**src/rtl/conv_tile_if.sv**
```systemverilog
// Tile-engine side of the scheduler: start/done handshake plus the current tile coordinates.
interface conv_tile_if #(
    parameter int unsigned AW = 32,
    parameter int unsigned CW = 16
);
    logic          conv_tile_start;
    logic          conv_tile_done;
    logic [AW-1:0] tile_base_n;
    logic [AW-1:0] tile_base_m;
    logic [AW-1:0] tile_base_row;
    logic [AW-1:0] tile_base_col;
    logic [CW-1:0] tile_idx;

    modport master (
        output conv_tile_start, tile_base_n, tile_base_m, tile_base_row, tile_base_col, tile_idx,
        input  conv_tile_done
    );

    modport slave (
        input  conv_tile_start, tile_base_n, tile_base_m, tile_base_row, tile_base_col, tile_idx,
        output conv_tile_done
    );
endinterface

```
**src/rtl/conv_tile_sched.sv**
```systemverilog
// Walks a conv layer in (m, n, col, row) tile order, issuing one start per tile and
// waiting for the engine's done before advancing.
module conv_tile_sched #(
    parameter int unsigned AW  = 32,
    parameter int unsigned CW  = 16,
    parameter int unsigned N   = 32,
    parameter int unsigned M   = 32,
    parameter int unsigned R   = 64,
    parameter int unsigned C   = 32,
    parameter int unsigned Tn  = 16,
    parameter int unsigned Tm  = 16,
    parameter int unsigned Tr  = 64,
    parameter int unsigned Tc  = 16,
    parameter int unsigned GAP = 2
) (
    input  logic        clk,
    input  logic        rst,
    input  logic        i_layer_start,
    output logic        o_layer_done,
    output logic        o_busy,
    conv_tile_if.master tile
);

    localparam int unsigned GW = (GAP > 1) ? $clog2(GAP) : 1;

    typedef enum logic [2:0] {
        S_IDLE  = 3'd0,
        S_ISSUE = 3'd1,
        S_WAIT  = 3'd2,
        S_GAP   = 3'd3,
        S_FIN   = 3'd4
    } state_t;

    state_t        r_state, w_state_nxt;
    logic [GW-1:0] r_gap_cnt, w_gap_cnt_nxt;
    logic [AW-1:0] r_base_m, r_base_n, r_base_col, r_base_row;
    logic [AW-1:0] w_base_m_nxt, w_base_n_nxt, w_base_col_nxt, w_base_row_nxt;
    logic [CW-1:0] r_tile_idx, w_tile_idx_nxt;
    logic          r_start, r_layer_done, r_busy;
    logic          w_last_m, w_last_n, w_last_col, w_last_row, w_last;
    logic          w_tile_done;

    assign w_last_m    = (r_base_m   == AW'(M - Tm));
    assign w_last_n    = (r_base_n   == AW'(N - Tn));
    assign w_last_col  = (r_base_col == AW'(C - Tc));
    assign w_last_row  = (r_base_row == AW'(R - Tr));
    assign w_last      = w_last_m && w_last_n && w_last_col && w_last_row;
    assign w_tile_done = (r_state == S_WAIT) && tile.conv_tile_done;

    // State register
    always_ff @(posedge clk or negedge rst) begin
        if (!rst) r_state <= S_IDLE;
        else      r_state <= w_state_nxt;
    end

    // Next-state logic
    always_comb begin
        w_state_nxt = r_state;
        unique case (r_state)
            S_IDLE:  if (i_layer_start) w_state_nxt = S_ISSUE;
            S_ISSUE: w_state_nxt = S_WAIT;
            S_WAIT: begin
                if (tile.conv_tile_done) begin
                    if (w_last)       w_state_nxt = S_FIN;
                    else if (GAP > 0) w_state_nxt = S_GAP;
                    else              w_state_nxt = S_ISSUE;
                end
            end
            S_GAP:   if (r_gap_cnt == '0) w_state_nxt = S_ISSUE;
            S_FIN:   w_state_nxt = S_IDLE;
            default: w_state_nxt = S_IDLE;
        endcase
    end

    // Counter/base updates: bases advance on the done edge so they are valid before the next start
    always_comb begin
        w_gap_cnt_nxt  = r_gap_cnt;
        w_tile_idx_nxt = r_tile_idx;
        w_base_m_nxt   = r_base_m;
        w_base_n_nxt   = r_base_n;
        w_base_col_nxt = r_base_col;
        w_base_row_nxt = r_base_row;

        if (r_state == S_GAP && r_gap_cnt != '0) w_gap_cnt_nxt = r_gap_cnt - 1'b1;

        if (w_tile_done) begin
            w_tile_idx_nxt = r_tile_idx + 1'b1;
            w_gap_cnt_nxt  = GW'(GAP - 1);
            if (!w_last) begin
                w_base_m_nxt = w_last_m ? '0 : r_base_m + AW'(Tm);
                if (w_last_m) begin
                    w_base_n_nxt = w_last_n ? '0 : r_base_n + AW'(Tn);
                    if (w_last_n) begin
                        w_base_col_nxt = w_last_col ? '0 : r_base_col + AW'(Tc);
                        if (w_last_col) w_base_row_nxt = r_base_row + AW'(Tr);
                    end
                end
            end
        end

        if (w_state_nxt == S_IDLE) begin
            w_gap_cnt_nxt  = '0;
            w_tile_idx_nxt = '0;
            w_base_m_nxt   = '0;
            w_base_n_nxt   = '0;
            w_base_col_nxt = '0;
            w_base_row_nxt = '0;
        end
    end

    // Output registers; pulses decode the state being entered
    always_ff @(posedge clk or negedge rst) begin
        if (!rst) begin
            r_gap_cnt    <= '0;
            r_tile_idx   <= '0;
            r_base_m     <= '0;
            r_base_n     <= '0;
            r_base_col   <= '0;
            r_base_row   <= '0;
            r_start      <= 1'b0;
            r_layer_done <= 1'b0;
            r_busy       <= 1'b0;
        end else begin
            r_gap_cnt    <= w_gap_cnt_nxt;
            r_tile_idx   <= w_tile_idx_nxt;
            r_base_m     <= w_base_m_nxt;
            r_base_n     <= w_base_n_nxt;
            r_base_col   <= w_base_col_nxt;
            r_base_row   <= w_base_row_nxt;
            r_start      <= (w_state_nxt == S_ISSUE);
            r_layer_done <= (w_state_nxt == S_FIN);
            r_busy       <= (w_state_nxt != S_IDLE);
        end
    end

    assign tile.conv_tile_start = r_start;
    assign tile.tile_base_m     = r_base_m;
    assign tile.tile_base_n     = r_base_n;
    assign tile.tile_base_col   = r_base_col;
    assign tile.tile_base_row   = r_base_row;
    assign tile.tile_idx        = r_tile_idx;
    assign o_layer_done         = r_layer_done;
    assign o_busy               = r_busy;

endmodule

```
**src/flat_wrapper.sv**
```systemverilog
// flat-port wrapper written by rule: the top's interface ports become plain ports
module conv_tile_sched_flat 
#(
    parameter int unsigned AW  = 32,
    parameter int unsigned CW  = 16,
    parameter int unsigned N   = 32,
    parameter int unsigned M   = 32,
    parameter int unsigned R   = 64,
    parameter int unsigned C   = 32,
    parameter int unsigned Tn  = 16,
    parameter int unsigned Tm  = 16,
    parameter int unsigned Tr  = 64,
    parameter int unsigned Tc  = 16,
    parameter int unsigned GAP = 2
)
  (clk, rst, i_layer_start, o_layer_done, o_busy, tile_conv_tile_start, tile_tile_base_n, tile_tile_base_m, tile_tile_base_row, tile_tile_base_col, tile_tile_idx, tile_conv_tile_done);
  conv_tile_if #(.AW(AW), .CW(CW)) tile_i ();
  input  logic clk;
  input  logic rst;
  input  logic i_layer_start;
  output logic o_layer_done;
  output logic o_busy;
  output wire logic [$bits(tile_i.conv_tile_start)-1:0] tile_conv_tile_start;
  output wire logic [$bits(tile_i.tile_base_n)-1:0] tile_tile_base_n;
  output wire logic [$bits(tile_i.tile_base_m)-1:0] tile_tile_base_m;
  output wire logic [$bits(tile_i.tile_base_row)-1:0] tile_tile_base_row;
  output wire logic [$bits(tile_i.tile_base_col)-1:0] tile_tile_base_col;
  output wire logic [$bits(tile_i.tile_idx)-1:0] tile_tile_idx;
  input wire logic [$bits(tile_i.conv_tile_done)-1:0] tile_conv_tile_done;
  assign tile_conv_tile_start = tile_i.conv_tile_start;
  assign tile_tile_base_n = tile_i.tile_base_n;
  assign tile_tile_base_m = tile_i.tile_base_m;
  assign tile_tile_base_row = tile_i.tile_base_row;
  assign tile_tile_base_col = tile_i.tile_base_col;
  assign tile_tile_idx = tile_i.tile_idx;
  assign tile_i.conv_tile_done = tile_conv_tile_done;
  conv_tile_sched #(.AW(AW), .CW(CW), .N(N), .M(M), .R(R), .C(C), .Tn(Tn), .Tm(Tm), .Tr(Tr), .Tc(Tc), .GAP(GAP)) u_core (.clk(clk), .rst(rst), .i_layer_start(i_layer_start), .o_layer_done(o_layer_done), .o_busy(o_busy), .tile(tile_i));
endmodule
```
**config.mk**
```make
export PLATFORM = sky130hd
export DESIGN_NAME = conv_tile_sched_flat
export DESIGN_NICKNAME = d
export VERILOG_FILES = /design/src/rtl/conv_tile_if.sv /design/src/rtl/conv_tile_sched.sv /design/src/flat_wrapper.sv
export SDC_FILE = /design/constraint.sdc
export NUM_CORES = 1
export LEC_CHECK = 0
export BUFFER_PORTS_ARGS = -buffer_cell sky130_fd_sc_hd__buf_2
export CAP_MARGIN = 20
export CORE_MARGIN = 2
export CORE_UTILIZATION = 56
export DETAILED_ROUTE_END_ITERATION = 12
export PLACE_DENSITY = 0.8
export SLEW_MARGIN = 10
export SYNTH_ARGS = -nofsm -noshare
export SYNTH_HDL_FRONTEND = slang
export SYNTH_SLANG_ARGS = --single-unit
```
**constraint.sdc**
```tcl
create_clock -name clk -period 2.6 [get_ports clk]
set_input_delay 0.78 -clock clk [delete_from_list [all_inputs] [get_ports clk]]
set_output_delay 0.78 -clock clk [all_outputs]
set_load 0.01 [all_outputs]
```
==> flow_summary.ini <==
[outcome]
status = finished, final reports clean

[finish]
layout-drive-gt1-share = 0.309
fill_cells = 923
areaGrowthSynthToFinish_pct = 32.7
finalNetCount = 1152
fin_area_sq_mm = 0.0106
final_util = 0.763

[sta]
clock_skew_ns = 0.00653
hold_viol = 0
fin_crit_sh = 0.970
setup_viol = 0
worst_pin_slew_ns = 0.566
slew_viol_final = 0
slew_headroom = 0.623
max_freq_ghz = 0.397
fin_hold_ws_ns = 0.320
period_needed_ns = 2.52

[synthesis]
ys_warn_count = 0
ys_ff_latch = 133
synthArstFlopShare = 1.00
synth_cells = 902
syn-cell-area_sq_mm = 0.00798
synth-xor-area-share = 0.0318
synth_cell_type_count = 60
synth_compound_area_frac = 0.191
yosys.area_share.adder = 0.0141
synth_edf_count = 0
synthTopCellsByArea = dfrtp_1, o31ai_1, nand3_1
synth-simple-area-share = 0.272
synth_top_family_by_area = simple AND/OR/NAND/NOR gates
yosysTopAreaCell = dfrtp_1
synth_area_per_cell_sq_um = 8.85
post_synth_mux_area_share = 0.00878
yosysMostFrequentCell = dfrtp_1
seq_area_frac_synth = 0.417
synth_ff_type = dfrtp_1
synth_top_area_frac = 0.417
synth_common_cells = dfrtp_1, nand2_1, nor2_1

[grt]
grt_start_max_net_pins = 60
met2_usage = 0.485
grt.overflow.total = 0
grt_use_met1 = 0.449
grt_pass1_wl_mm = 38.6
top_usage_layer = met2
track_usage = 0.320
grt_pass1_vias = 7721
antenna_found_initial = 0
use_met3 = 0.0613

[floorplanning]
fp-row-count = 43
coreArea_sq_mm = 0.0139
die_y_microns = 123
die-area_sq_mm = 0.0152
ios = 151
start_util = 0.575
dieWidth_microns = 123

[routing]
drt_iter0_drc = 1084
vias_per_cell = 6.40
vias = 8528
antenna_left = 0
wl_per_cell_microns = 18.3
totalWireLength_mm = 24.4
first_pass_iters = 6
drcViolationCount = 0

[clock_tree]
numCtsBuffers = 17
cts_buffer_depth = 2
cts_sinks = 133
htreeDepth = 4
root_buffer = clkbuf_16
path_clk_slew_ns = 0.06
cts_tree = built
cts_hold_buffers = 0
worstSkewPairLatency_ns = 0.43

[pwr]
p_leak_nw = 4.85
p_per_area_mw_per_mm2 = 748
irDropWorstVdd_mv = 0.588

[critical_path]
crit_type = register to register
critPathMaxFanout = 32
cp.arrival_ns = 2.86
rr_worst_depth = 8
endpoint_kind = register
start_kind = register
worstPathRequired_ns = 2.94

[job]
cap_violations = 0

[placement]
place_area_sq_mm = 0.00968
gp_congestion = 0.898
dpl.hpwl_mm = 16.2
port-buffer-count = 132

[min_path]
hold_path_class = input pin to async pin
[repair_timing]
action	CTS	global route
pin swaps	2	6
gates resized for setup	2	27
setup endpoints to repair	7	78
buffers inserted	0	3
gates cloned	0	1
[flip-flops by register name (all words and copies together) (netlist names), 3 cells and up]
register	cells
u_core.tile.tile_base_col	28
u_core.tile.tile_base_m	28
u_core.tile.tile_base_n	28
u_core.tile.tile_base_row	26
u_core.tile.tile_idx	16
u_core.r_state	3
[power breakdown]
part           leakage [nW]  internal [mW]  switching (mW)
clock network         0.346           1.95           0.908
logic                  2.71           1.00            1.58
registers              1.79           2.28           0.208
[per-stage QoR]
step | TNS [ns] | power [mW] | worst slack, ns | cells
finish | 0 | 7.93 | 0.0784 | 1333
global route | -0.148 | 8.28 | -0.0493 | 1332
CTS | 0 | 7.77 | 0.0558 | 1328
detailed placement | -0.0725 | 4.89 | -0.0231 | 1296
global placement | 0 | 4.83 | 0.0543 | 1296
floorplan | 0 | 3.93 | 0.222 | 919
[cells in the final DEF, fill, tap and decap left out, types with 21 or more instances in the layout]
master     n
nor4_1    31
a21oi_1   39
o21ai_0   41
and3_1    21
nor3_1    30
buf_4    135
nor2_1    69
dfrtp_1  133
nand4_1   32
buf_2    131
o31ai_1   48
nand3_1   61
nand2_1   78
xnor2_1   21
[critical path, cell delays in order (launching register included)]
cell      delay [ns]
dfrtp_1         0.44
nor4_1          0.42
buf_4           0.19
nand4b_1        0.20
nor4_4          0.30
and3_2          0.35
buf_12          0.25
nor3_2          0.10
a31oi_1         0.18
[final timing paths]
path	startpoint	endpoint	slack [ns]
setup / recovery	u_core.tile.tile_base_row[24]	u_core.tile.tile_base_row[22]	0.08
hold / removal	rst	u_core.tile.tile_base_col[4]	0.32
setup reg to reg	u_core.tile.tile_base_row[24]	u_core.tile.tile_base_row[22]	0.08
hold reg to reg	u_core.tile.tile_base_row[31]	u_core.tile.tile_base_row[31]	0.51
max in group asynchronous	rst	u_core.tile.tile_base_n[29]	1.58
min in group clk	u_core.tile.tile_base_row[31]	u_core.tile.tile_base_row[31]	0.51
[metal layers]
metal / wire length [microns] / share of wire
met1: 10200 / 0.42
met2: 11500 / 0.47
met3: 2170 / 0.089
met4: 552 / 0.023
met5: 0 / 0
[cell families after synthesis]
| family | after synthesis |
|---|---|
| AO/OA/AOI/OAI | 225 |
| XOR/XNOR | 29 |
| adder cells (fa/ha/maj) | 9 |
| buffers and inverters | 96 |
| flip-flops | 133 |
| multiplexers | 7 |
| other | 1 |
| AND/OR/NAND/NOR | 402 |
[area by class of cell]
class / instances / area (sq um) / share of cell area
Clock buffer: 24 / 512 / 0.0483
Antenna cell: 1 / 2.50 / 0.000236
Timing Repair Buffer: 278 / 1890 / 0.179
Clock inverter: 8 / 190 / 0.0180
Multi-Input combinational cell: 690 / 4370 / 0.413
Tap cell: 180 / 225 / 0.0213
Inverter: 19 / 71.3 / 0.00673
Sequential cell: 133 / 3330 / 0.314
Note: power is estimated with default switching activity, not from simulation.
